===== src/rtl/riscv_mdu_pkg.sv =====
// Shared constants and types for the RISC-V M-extension issue unit:
// major opcodes, the MULDIV funct7 value, the eight funct3 operation codes
// and the issue FSM state encoding.
package riscv_mdu_pkg;

    localparam logic [6:0] OPCODE_OP     = 7'b0110011;
    localparam logic [6:0] OPCODE_OP32   = 7'b0111011;
    localparam logic [6:0] FUNCT7_MULDIV = 7'b0000001;

    localparam logic [2:0] F3_MUL    = 3'b000;
    localparam logic [2:0] F3_MULH   = 3'b001;
    localparam logic [2:0] F3_MULHSU = 3'b010;
    localparam logic [2:0] F3_MULHU  = 3'b011;
    localparam logic [2:0] F3_DIV    = 3'b100;
    localparam logic [2:0] F3_DIVU   = 3'b101;
    localparam logic [2:0] F3_REM    = 3'b110;
    localparam logic [2:0] F3_REMU   = 3'b111;

    typedef enum logic [1:0] {
        ST_IDLE  = 2'd0,
        ST_SEND  = 2'd1,
        ST_WAIT  = 2'd2,
        ST_DRAIN = 2'd3
    } state_t;

endpackage


===== src/rtl/riscv_mdu_decode.sv =====
// Combinational decode of OP / OP-32 instruction fields into an M-extension
// legality flag and the 32-bit (W-suffix) operation flag. OP-32 has no
// high-half multiplies, so only MULW/DIVW/DIVUW/REMW/REMUW are legal there.
module riscv_mdu_decode
    import riscv_mdu_pkg::*;
(
    input  logic [6:0] opcode,
    input  logic [6:0] funct7,
    input  logic [2:0] funct3,
    output logic       legal,
    output logic       is_32bit
);

    // Legality: MULDIV funct7 with either major opcode, restricted funct3 on OP-32
    always_comb begin
        legal    = 1'b0;
        is_32bit = (opcode == OPCODE_OP32);
        if (funct7 == FUNCT7_MULDIV) begin
            if (opcode == OPCODE_OP) begin
                legal = 1'b1;
            end else if (opcode == OPCODE_OP32) begin
                case (funct3)
                    F3_MUL, F3_DIV, F3_DIVU, F3_REM, F3_REMU: legal = 1'b1;
                    default:                                   legal = 1'b0;
                endcase
            end
        end
    end

endmodule


===== src/rtl/riscv_mdu_issue.sv =====
// Issue unit between the pipeline and a multi-cycle multiply/divide unit.
// Accepts one OP/OP-32 instruction at a time, forwards it to the MDU for a
// single cycle, waits for the result and writes it back. A flush while the
// MDU is busy moves to DRAIN so the late result is swallowed.
// Optional watchdog: define RISCV_MDU_ISSUE_TIMEOUT_EN to abandon an
// instruction after TIMEOUT_CYCLES cycles without mdu_valid.
module riscv_mdu_issue
    import riscv_mdu_pkg::*;
#(
    parameter int XLEN           = 64,
    parameter int TIMEOUT_CYCLES = 16
) (
    input  logic            clk,
    input  logic            rst_n,
    input  logic            req_valid,
    output logic            req_ready,
    input  logic [6:0]      req_opcode,
    input  logic [6:0]      req_funct7,
    input  logic [2:0]      req_funct3,
    input  logic [4:0]      req_rd,
    input  logic [XLEN-1:0] req_rs1_data,
    input  logic [XLEN-1:0] req_rs2_data,
    input  logic            flush,
    output logic            stall,
    output logic            mdu_enable,
    output logic [2:0]      mdu_funct3,
    output logic            mdu_is_32bit,
    output logic [XLEN-1:0] mdu_rs1_data,
    output logic [XLEN-1:0] mdu_rs2_data,
    input  logic            mdu_valid,
    input  logic [XLEN-1:0] mdu_result,
    output logic            wb_valid,
    output logic [4:0]      wb_rd,
    output logic [XLEN-1:0] wb_data,
    output logic            done,
    output logic            illegal,
    output logic            timeout
);

    state_t state_reg;
    state_t state_next;
    logic   accept;
    logic   dec_legal;
    logic   dec_is_32bit;
    logic   timeout_hit;
    logic [4:0] rd_reg;

    riscv_mdu_decode u_decode (
        .opcode   (req_opcode),
        .funct7   (req_funct7),
        .funct3   (req_funct3),
        .legal    (dec_legal),
        .is_32bit (dec_is_32bit)
    );

`ifdef RISCV_MDU_ISSUE_TIMEOUT_EN
    // Counter only needs to reach TIMEOUT_CYCLES-1 before the watchdog fires
    localparam int CNT_W = (TIMEOUT_CYCLES > 1) ? $clog2(TIMEOUT_CYCLES) : 1;
    logic [CNT_W-1:0] cnt_reg;

    assign timeout_hit = ((state_reg == ST_WAIT) || (state_reg == ST_DRAIN)) &&
                         !mdu_valid && (cnt_reg == CNT_W'(TIMEOUT_CYCLES - 1));

    // Watchdog: cleared when the request goes out, counts while waiting
    always_ff @(posedge clk or negedge rst_n) begin
        if (!rst_n) begin
            cnt_reg <= '0;
            timeout <= 1'b0;
        end else begin
            timeout <= timeout_hit;
            if (state_reg == ST_SEND) begin
                cnt_reg <= '0;
            end else if ((state_reg == ST_WAIT) || (state_reg == ST_DRAIN)) begin
                cnt_reg <= cnt_reg + CNT_W'(1);
            end
        end
    end
`else
    // Watchdog compiled out: wait for the MDU indefinitely
    logic unused_timeout_cfg;
    assign unused_timeout_cfg = (TIMEOUT_CYCLES != 0);
    assign timeout_hit        = 1'b0;
    assign timeout            = 1'b0;
`endif

    // State register
    always_ff @(posedge clk or negedge rst_n) begin
        if (!rst_n) begin
            state_reg <= ST_IDLE;
        end else begin
            state_reg <= state_next;
        end
    end

    // Next-state logic; in WAIT a returning result or flush both end the wait,
    // but only a flush without a result needs DRAIN to absorb the late response
    always_comb begin
        state_next = state_reg;
        case (state_reg)
            ST_IDLE:  if (accept && dec_legal) state_next = ST_SEND;
            ST_SEND:  state_next = flush ? ST_IDLE : ST_WAIT;
            ST_WAIT: begin
                if (mdu_valid || timeout_hit) state_next = ST_IDLE;
                else if (flush)               state_next = ST_DRAIN;
            end
            ST_DRAIN: if (mdu_valid || timeout_hit) state_next = ST_IDLE;
            default:  state_next = ST_IDLE;
        endcase
    end

    // Handshake and MDU strobe outputs decoded from the current state
    always_comb begin
        req_ready  = (state_reg == ST_IDLE) && !flush;
        accept     = req_valid && req_ready;
        stall      = (state_reg != ST_IDLE) || accept;
        mdu_enable = (state_reg == ST_SEND) && !flush;
    end

    // Request capture, writeback registers and one-cycle status pulses
    always_ff @(posedge clk or negedge rst_n) begin
        if (!rst_n) begin
            mdu_funct3   <= 3'd0;
            mdu_is_32bit <= 1'b0;
            mdu_rs1_data <= '0;
            mdu_rs2_data <= '0;
            rd_reg       <= 5'd0;
            wb_valid     <= 1'b0;
            wb_rd        <= 5'd0;
            wb_data      <= '0;
            done         <= 1'b0;
            illegal      <= 1'b0;
        end else begin
            wb_valid <= 1'b0;
            done     <= 1'b0;
            illegal  <= 1'b0;
            if (accept && dec_legal) begin
                mdu_funct3   <= req_funct3;
                mdu_is_32bit <= dec_is_32bit;
                mdu_rs1_data <= req_rs1_data;
                mdu_rs2_data <= req_rs2_data;
                rd_reg       <= req_rd;
            end
            if (accept && !dec_legal) begin
                illegal <= 1'b1;
                done    <= 1'b1;
            end
            if ((state_reg == ST_WAIT) && mdu_valid && !flush) begin
                wb_valid <= (rd_reg != 5'd0);
                wb_rd    <= rd_reg;
                wb_data  <= mdu_result;
                done     <= 1'b1;
            end
            if (timeout_hit && (state_reg == ST_WAIT) && !flush) begin
                done <= 1'b1;
            end
        end
    end

endmodule


===== config.mk =====
export PLATFORM = sky130hd
export DESIGN_NAME = riscv_mdu_issue
export DESIGN_NICKNAME = d
export VERILOG_FILES = /design/src/rtl/riscv_mdu_pkg.sv /design/src/rtl/riscv_mdu_decode.sv /design/src/rtl/riscv_mdu_issue.sv
export SDC_FILE = /design/constraint.sdc
export NUM_CORES = 1
export LEC_CHECK = 0
export CORE_MARGIN = 2
export CORE_UTILIZATION = 29
export CTS_BUF_LIST = sky130_fd_sc_hd__clkbuf_2 sky130_fd_sc_hd__clkbuf_4 sky130_fd_sc_hd__clkbuf_8
export DETAILED_ROUTE_END_ITERATION = 12
export PLACE_DENSITY_LB_ADDON = 0.25
export SYNTH_ARGS = -nofsm -noshare
export SYNTH_HDL_FRONTEND = slang
export SYNTH_SLANG_ARGS = --single-unit
export TNS_END_PERCENT = 5

===== constraint.sdc =====
create_clock -name clk -period 2.25 [get_ports clk]
set_input_delay 0.3375 -clock clk [delete_from_list [all_inputs] [get_ports clk]]
set_output_delay 0.3375 -clock clk [all_outputs]
set_load 0.1 [all_outputs]

==> results of run 1 <==
kinds of logic (layout without fill, tap and decap cells):
kind of cell / after synthesis / in the layout / synth area share [%]
AO/OA/AOI/OAI: 4 / 4 / 0.308
buffers and inverters: 33 / 520 / 4.01
flip-flops: 211 / 211 / 62.0
multiplexers: 137 / 137 / 22.5
other: 1 / 1 / 0.0440
AND/OR/NAND/NOR: 230 / 230 / 11.2
area by class of cell:
type                       count  share of cell area, %
sequential                   211                   38.8
timing repair buffer         458                   30.9
multi-input combinational    372                   21.4
clock buffer                  60                   5.38
tap                          384                   3.53
clock inverter                 1                 0.0551
inverter                       1                 0.0276
layer usage:
layer,wire length [um],up-vias,share of wire [%],global-route usage [%]
met5,0,-,0,0
met4,658,0,2.7,5.34
met3,2590,47,10,6.41
met2,11200,306,45,24.6
met1,10300,2980,42,19.7
li1,-,2937,-,-
cell usage in the layout, fill, tap and decap left out, types with 2 or more instances in the layout:
cell type | synthesis | layout
dfrtp_1 | 211 | 211
nand2b_1 | 2 | 2
clkbuf_8 | 0 | 46
nor2_1 | 4 | 4
nand2_1 | 209 | 209
clkdlybuf4s50_1 | 0 | 217
mux2_4 | 100 | 100
buf_12 | 11 | 17
buf_4 | 2 | 222
nor3_1 | 2 | 2
mux2_1 | 19 | 19
mux2_2 | 18 | 18
clkbuf_4 | 0 | 15
how the worst max path moves through the flow:
stage | start | end | slack (ns) | cells past startpoint
finish | req_funct7[1] | mdu_rs2_data[35] | 0.18 | 8
global route | state_reg[0] | stall | 0.06 | 4
CTS | state_reg[0] | stall | 0.12 | 4
detailed placement | req_funct7[1] | mdu_rs1_data[34] | -0.41 | 8
global placement | req_funct7[1] | mdu_rs1_data[34] | -0.44 | 8
floorplan | state_reg[1] | req_ready | -0.63 | 2
through the flow:
stage	setup WS, ns	setup TNS [ns]	cell area [um^2]
after detailed placement	-0.410	-50.95	12900
after CTS	0.120	0	13600
after global placement	-0.439	-56.10	12900
after floorplan	-0.631	-0.631	8530
final	0.179	0	13600
after global routing	0.0580	0	13600
power breakdown:
part           leakage, nW  switching [mW]  internal [mW]
clock network        0.393            1.50           2.04
registers             2.95         0.00236           3.80
logic                 3.73           0.216          0.383
critical path, cell delays in order:
cell	delay, ns
clkdlybuf4s50_1	0.41
nor4b_1	0.45
buf_4	0.19
nand2_1	0.08
nor4_4	0.19
buf_12	0.23
buf_12	0.21
mux2_4	0.31
==> key figures, run 1 <==
Min path
  • Min-Delay Path Class: in -> reg
  • Min-Delay Startpoint: mdu_result[15]
  • Hold-critical path depth: 3
  • Hold endpoint: wb_data[15]

Placement
  • Placer Congestion: 0.743
  • Dpl cells: 1,425
  • Port-buffer cells: 425
  • Post-DP HPWL: 18,400 um

STA
  • RSZ-0062 raised after global routing: false
  • Minimum clock period: 2.07 ns
  • Tightest Pin Transition: 0.540 ns
  • Pins Over Slew Limit: 0
  • Final worst path period share: 92.0%
  • Setup-failing EPs final: 0
  • Layout Skew: 0.0119 ns
  • Fin Hold WS: 0.353 ns
  • Fmax: 483 MHz
  • Final Hold Fails: 0
  • Worst slew margin: 64.0%

Detailed routing
  • WL final: 24,700 um
  • Initial DRT Pass Iterations: 4
  • DR iter-0 viols: 261
  • DR vias/cell: 4.22
  • Post-DRT Antenna Nets: 0
  • WL per Instance: 16.6 um
  • Via Count: 6,270
  • Residual DRC: 0

Floorplan
  • Die width: 175 um
  • Initial Utilization: 29.6%
  • Ports: 427
  • Core Footprint: 28,800 um^2
  • Die Span Y: 175 um
  • Die area: 30,800 um^2
  • Standard-cell rows: 62

Run status
  • Outcome: finished clean

Synth
  • Post-synthesis register bit count: 211
  • Yosys top cell by area: dfrtp_1
  • Mapped Avg Cell Area: 13.8 um^2
  • Register area share after synthesis: 62.0%
  • EDFF count, synth: 0
  • Syn nets: 835
  • Unique cell type count in the Yosys netlist: 31
  • Most frequent cells after synthesis: dfrtp_1, nand2_1, mux2_4
  • Syn. warnings: 0
  • Post-synth ARST share: 100%
  • Most common cell in the netlist: dfrtp_1
  • Mapped cell area: 8520 um^2
  • Most used flip-flop cell after synthesis: dfrtp_1
  • Synth Instances: 616
  • Top cell type's share of synthesized area: 62.0%
  • Top cells by area, synth: dfrtp_1, mux2_4, nand2_1

CTS
  • H-tree level count: 2
  • Reg clk slew, reported paths: 0.05 ns
  • Post-CTS sizing: 0
  • TritonCTS Buffers: 38
  • CTS Buffer Depth: 3
  • Setup bufs post-CTS: 0
  • Clock Sinks: 211
  • Root Buffer: clkbuf_8
  • Worst skew pair latency: 0.51 ns
  • CTS tree: built
  • Hold Buf Count CTS: 1

Critical path
  • Flop2flop setup slack: 0.31 ns
  • Startpoint Class: input pin
  • Worst setup path category: in -> reg
  • Critical Path AT: 2.45 ns
  • R2r startpoint: state_reg[0]
  • CP max FO: 19
  • Worst r2r path cells: 6
  • Worst flop-to-flop path endpoint: mdu_rs2_data[35]
  • CP required: 2.63 ns
  • CP Capture Type: flip-flop

Finish
  • Register Area: 5280 um^2
  • NumNets Final: 1,301
  • Antenna cell count: 0
  • Final Non-Filler Cells: 1,487
  • Share of cells above drive strength 1: 38.7%
  • Area growth from synthesis to final layout: 59.8%
  • Post-Route Utilization: 47.3%
  • Total of fill cells in the finished design: 2,611
  • Largest regs: mdu_rs1_data (64), mdu_rs2_data (64), wb_data (64)
  • Multi-input logic area: 2910 um^2

Power
  • Design Power: 7.94 mW
  • Pwr/cell area: 583 nW/um^2
  • VDD IR max: 0.000334 V
  • Leakage power: 7.07 nW

GRT
  • Maximum number of pins on one net before global-route repair: 61
  • Initial antenna violation count: 0
  • Gr usage total: 15.7%
  • First-pass GRT wire length: 38,200 um
  • Grt ovf: 0
  • Via count of the first global-routing pass: 6,674

Flow run
  • Maxcap violations: 0
Power figures use the tool's default switching activity.
==> run 2: changes to the inputs <==
--- a/config.mk
+++ b/config.mk
@@ -8,9 +8,10 @@
 export CORE_MARGIN = 2
 export CORE_UTILIZATION = 29
 export CTS_BUF_LIST = sky130_fd_sc_hd__clkbuf_2 sky130_fd_sc_hd__clkbuf_4 sky130_fd_sc_hd__clkbuf_8
+export CTS_CLUSTER_SIZE = 14
 export DETAILED_ROUTE_END_ITERATION = 12
 export PLACE_DENSITY_LB_ADDON = 0.25
 export SYNTH_ARGS = -nofsm -noshare
 export SYNTH_HDL_FRONTEND = slang
 export SYNTH_SLANG_ARGS = --single-unit
-export TNS_END_PERCENT = 5
+export TNS_END_PERCENT = 30
==> key figures, run 2 (synthesis results as in run 1) <==
Critical path
  • CP Capture Type: flip-flop (unchanged)
  • CP peak stage delay: 0.45 ns (about the same)
  • Cell repeated most along the worst path: buf_12 (unchanged)
  • R2r startpoint: state_reg[0] (unchanged)
  • Startpoint Class: input pin (unchanged)
  • Worst setup path category: in -> reg (unchanged)
  • Worst-path cell chain: clkdlybuf4s50_1, nor4b_1, buf_4, nand2_1, nor4_4, buf_12, buf_12, mux2_4 (unchanged)
  • Critical path's slowest cell: nor4b_1 (unchanged)
  • Critical Path AT: 2.45 ns (about the same)
  • Worst path buffer plus inverter count: 4 (unchanged)
  • Crit path max-delay family: buffers and inverters (unchanged)
  • Worst setup path start: req_funct7[1] (unchanged)
  • CP max FO: 19 (unchanged)
  • CP required: 2.63 ns (about the same)

Detailed routing
  • Residual DRC: 0 (unchanged)
  • DR top layer: met4 (unchanged)
  • Via Count: 6,252 (was 6,270)
  • WL final: 24,700 um (about the same)
  • Post-DRT Antenna Nets: 0 (unchanged)
  • Initial DRT Pass Iterations: 4 (unchanged)
  • WL met1: 10,300 um (about the same)
  • DR iter-0 viols: 253 (was 261)
  • WL per Instance: 16.6 um (about the same)
  • Met2 routed WL: 11,100 um (was 11,200 um)
  • DR vias/cell: 4.20 (was 4.22)
  • Met3 wire len: 2630 um (was 2590 um)

GRT
  • Gr usage total: 15.7% (about the same)
  • Initial antenna violation count: 0 (unchanged)
  • Grt ovf: 0 (unchanged)
  • Maximum number of pins on one net before global-route repair: 61 (unchanged)
  • First-pass GRT wire length: 38,200 um (about the same)
  • Via count of the first global-routing pass: 6,687 (was 6,674)

Finish
  • Total of fill cells in the finished design: 2,611 (unchanged)
  • Antenna cell count: 0 (unchanged)
  • Commonest cells after routing, fill and taps aside: buf_4, clkdlybuf4s50_1, dfrtp_1 (unchanged)
  • Largest regs: mdu_rs1_data (64), mdu_rs2_data (64), wb_data (64) (unchanged)
  • Share of cells above drive strength 1: 38.7% (unchanged)
  • Area growth from synthesis to final layout: 59.8% (unchanged)
  • NumNets Final: 1,301 (unchanged)
  • Design area: 13,600 um^2 (unchanged)
  • Most common cell after layout, fill and taps aside: buf_4 (unchanged)

STA
  • Final worst path period share: 92.1% (was 92.0%)
  • Fmax: 483 MHz (about the same)
  • Worst slew margin: 64.2% (was 64.0%)
  • RSZ-0062 raised after global routing: false (unchanged)
  • Setup TNS: 0 ns (unchanged)
  • Minimum clock period: 2.07 ns (about the same)
  • Tightest Pin Transition: 0.538 ns (was 0.540 ns)
  • Pins Over Slew Limit: 0 (unchanged)
  • Setup-failing EPs final: 0 (unchanged)
  • Final Hold Fails: 0 (unchanged)
  • Layout Skew: 0.0228 ns (was 0.0119 ns)

Floorplan
  • Die area: 30,800 um^2 (unchanged)
  • Die Span Y: 175 um (unchanged)
  • Standard-cell rows: 62 (unchanged)
  • Core Footprint: 28,800 um^2 (unchanged)
  • Initial Utilization: 29.6% (unchanged)
  • Ports: 427 (unchanged)
  • Die width: 175 um (unchanged)

Power
  • Design Power: 7.94 mW (about the same)
  • Pwr/cell area: 583 nW/um^2 (about the same)
  • VDD IR max: 0.000334 V (about the same)
  • Leakage power: 7.07 nW (unchanged)

Placement
  • Port-buffer cells: 425 (unchanged)
  • Placed Area: 12,900 um^2 (unchanged)
  • Post-DP HPWL: 18,400 um (unchanged)
  • Placer Congestion: 0.743 (unchanged)

Min path
  • Min-Delay Path Class: in -> reg (unchanged)
  • Min-Delay Startpoint: mdu_result[15] (unchanged)

Flow run
  • Maxcap violations: 0 (unchanged)

CTS
  • H-tree level count: 2 (unchanged)
  • Reg clk slew, reported paths: 0.05 ns (about the same)
  • CTS tree: built (unchanged)
  • CTS Buffer Depth: 3 (unchanged)
  • Clock Sinks: 211 (unchanged)
  • TritonCTS Buffers: 38 (unchanged)
  • Root Buffer: clkbuf_8 (unchanged)
  • Post-CTS sizing: 0 (unchanged)
  • Worst skew pair latency: 0.52 ns (was 0.51 ns)

Run status
  • Outcome: finished clean (unchanged)
==> run 2: repair_timing <==
action,in CTS,in global routing
hold buffers,1,0
setup buffers,0,0
hold endpoints to repair,53,0
==> run 2: area by class of cell <==
type | instances | area, um^2 | area share, %
multi-input combinational | 372 | 2910 | 21.4
inverter | 1 | 3.75 | 0.0276
timing repair buffer | 458 | 4200 | 30.9
clock inverter | 1 | 7.51 | 0.0551
clock buffer | 60 | 732 | 5.38
tap | 384 | 480 | 3.53
sequential | 211 | 5280 | 38.8
==> run 2: power by group <==
| group | internal (mW) | leakage, nW | switching, mW |
|---|---|---|---|
| clock | 2.04 | 0.393 | 1.50 |
| sequential | 3.80 | 2.95 | 0.00237 |
| combinational | 0.383 | 3.73 | 0.216 |
==> run 2: path summary, 6_finish.rpt <==
check / cells past startpoint / slack [ns] / endpoint
max reg2reg: 6 / 0.31 / mdu_rs2_data[35]
min in group asynchronous: 2 / 0.40 / wb_data[23]
min: 3 / 0.34 / wb_data[15]
max in group asynchronous: 3 / 1.21 / mdu_rs2_data[50]
max: 8 / 0.18 / mdu_rs2_data[35]
min reg2reg: 2 / 0.47 / wb_data[58]
==> run 2: layer usage <==
layer | vias up | track usage, %
li1 | 2938 | -
met1 | 2962 | 19.6
met2 | 307 | 24.6
met3 | 45 | 6.45
met5 | - | 0
met4 | 0 | 5.44
==> run 2: per-stage QoR <==
stage | util, % | setup WS, ns | std cells | hold WS [ns]
6_report | 47.3 | 0.179 | 1487 | 0.342
2_1_floorplan | - | -0.631 | 616 | 0.0419
3_3_place_gp | 44.7 | -0.439 | 1425 | 0.382
5_1_grt | 47.3 | 0.0580 | 1487 | 0.318
3_5_place_dp | 44.7 | -0.410 | 1425 | 0.385
4_1_cts | 47.3 | 0.120 | 1487 | 0.299
==> run 2: worst register-to-register path: cells and delay by family, from the launching register on <==
family | cells | cell delay, ns
simple gates | 3 | 0.61
buf+inv | 2 | 0.46
flops | 1 | 0.44
mux | 1 | 0.32
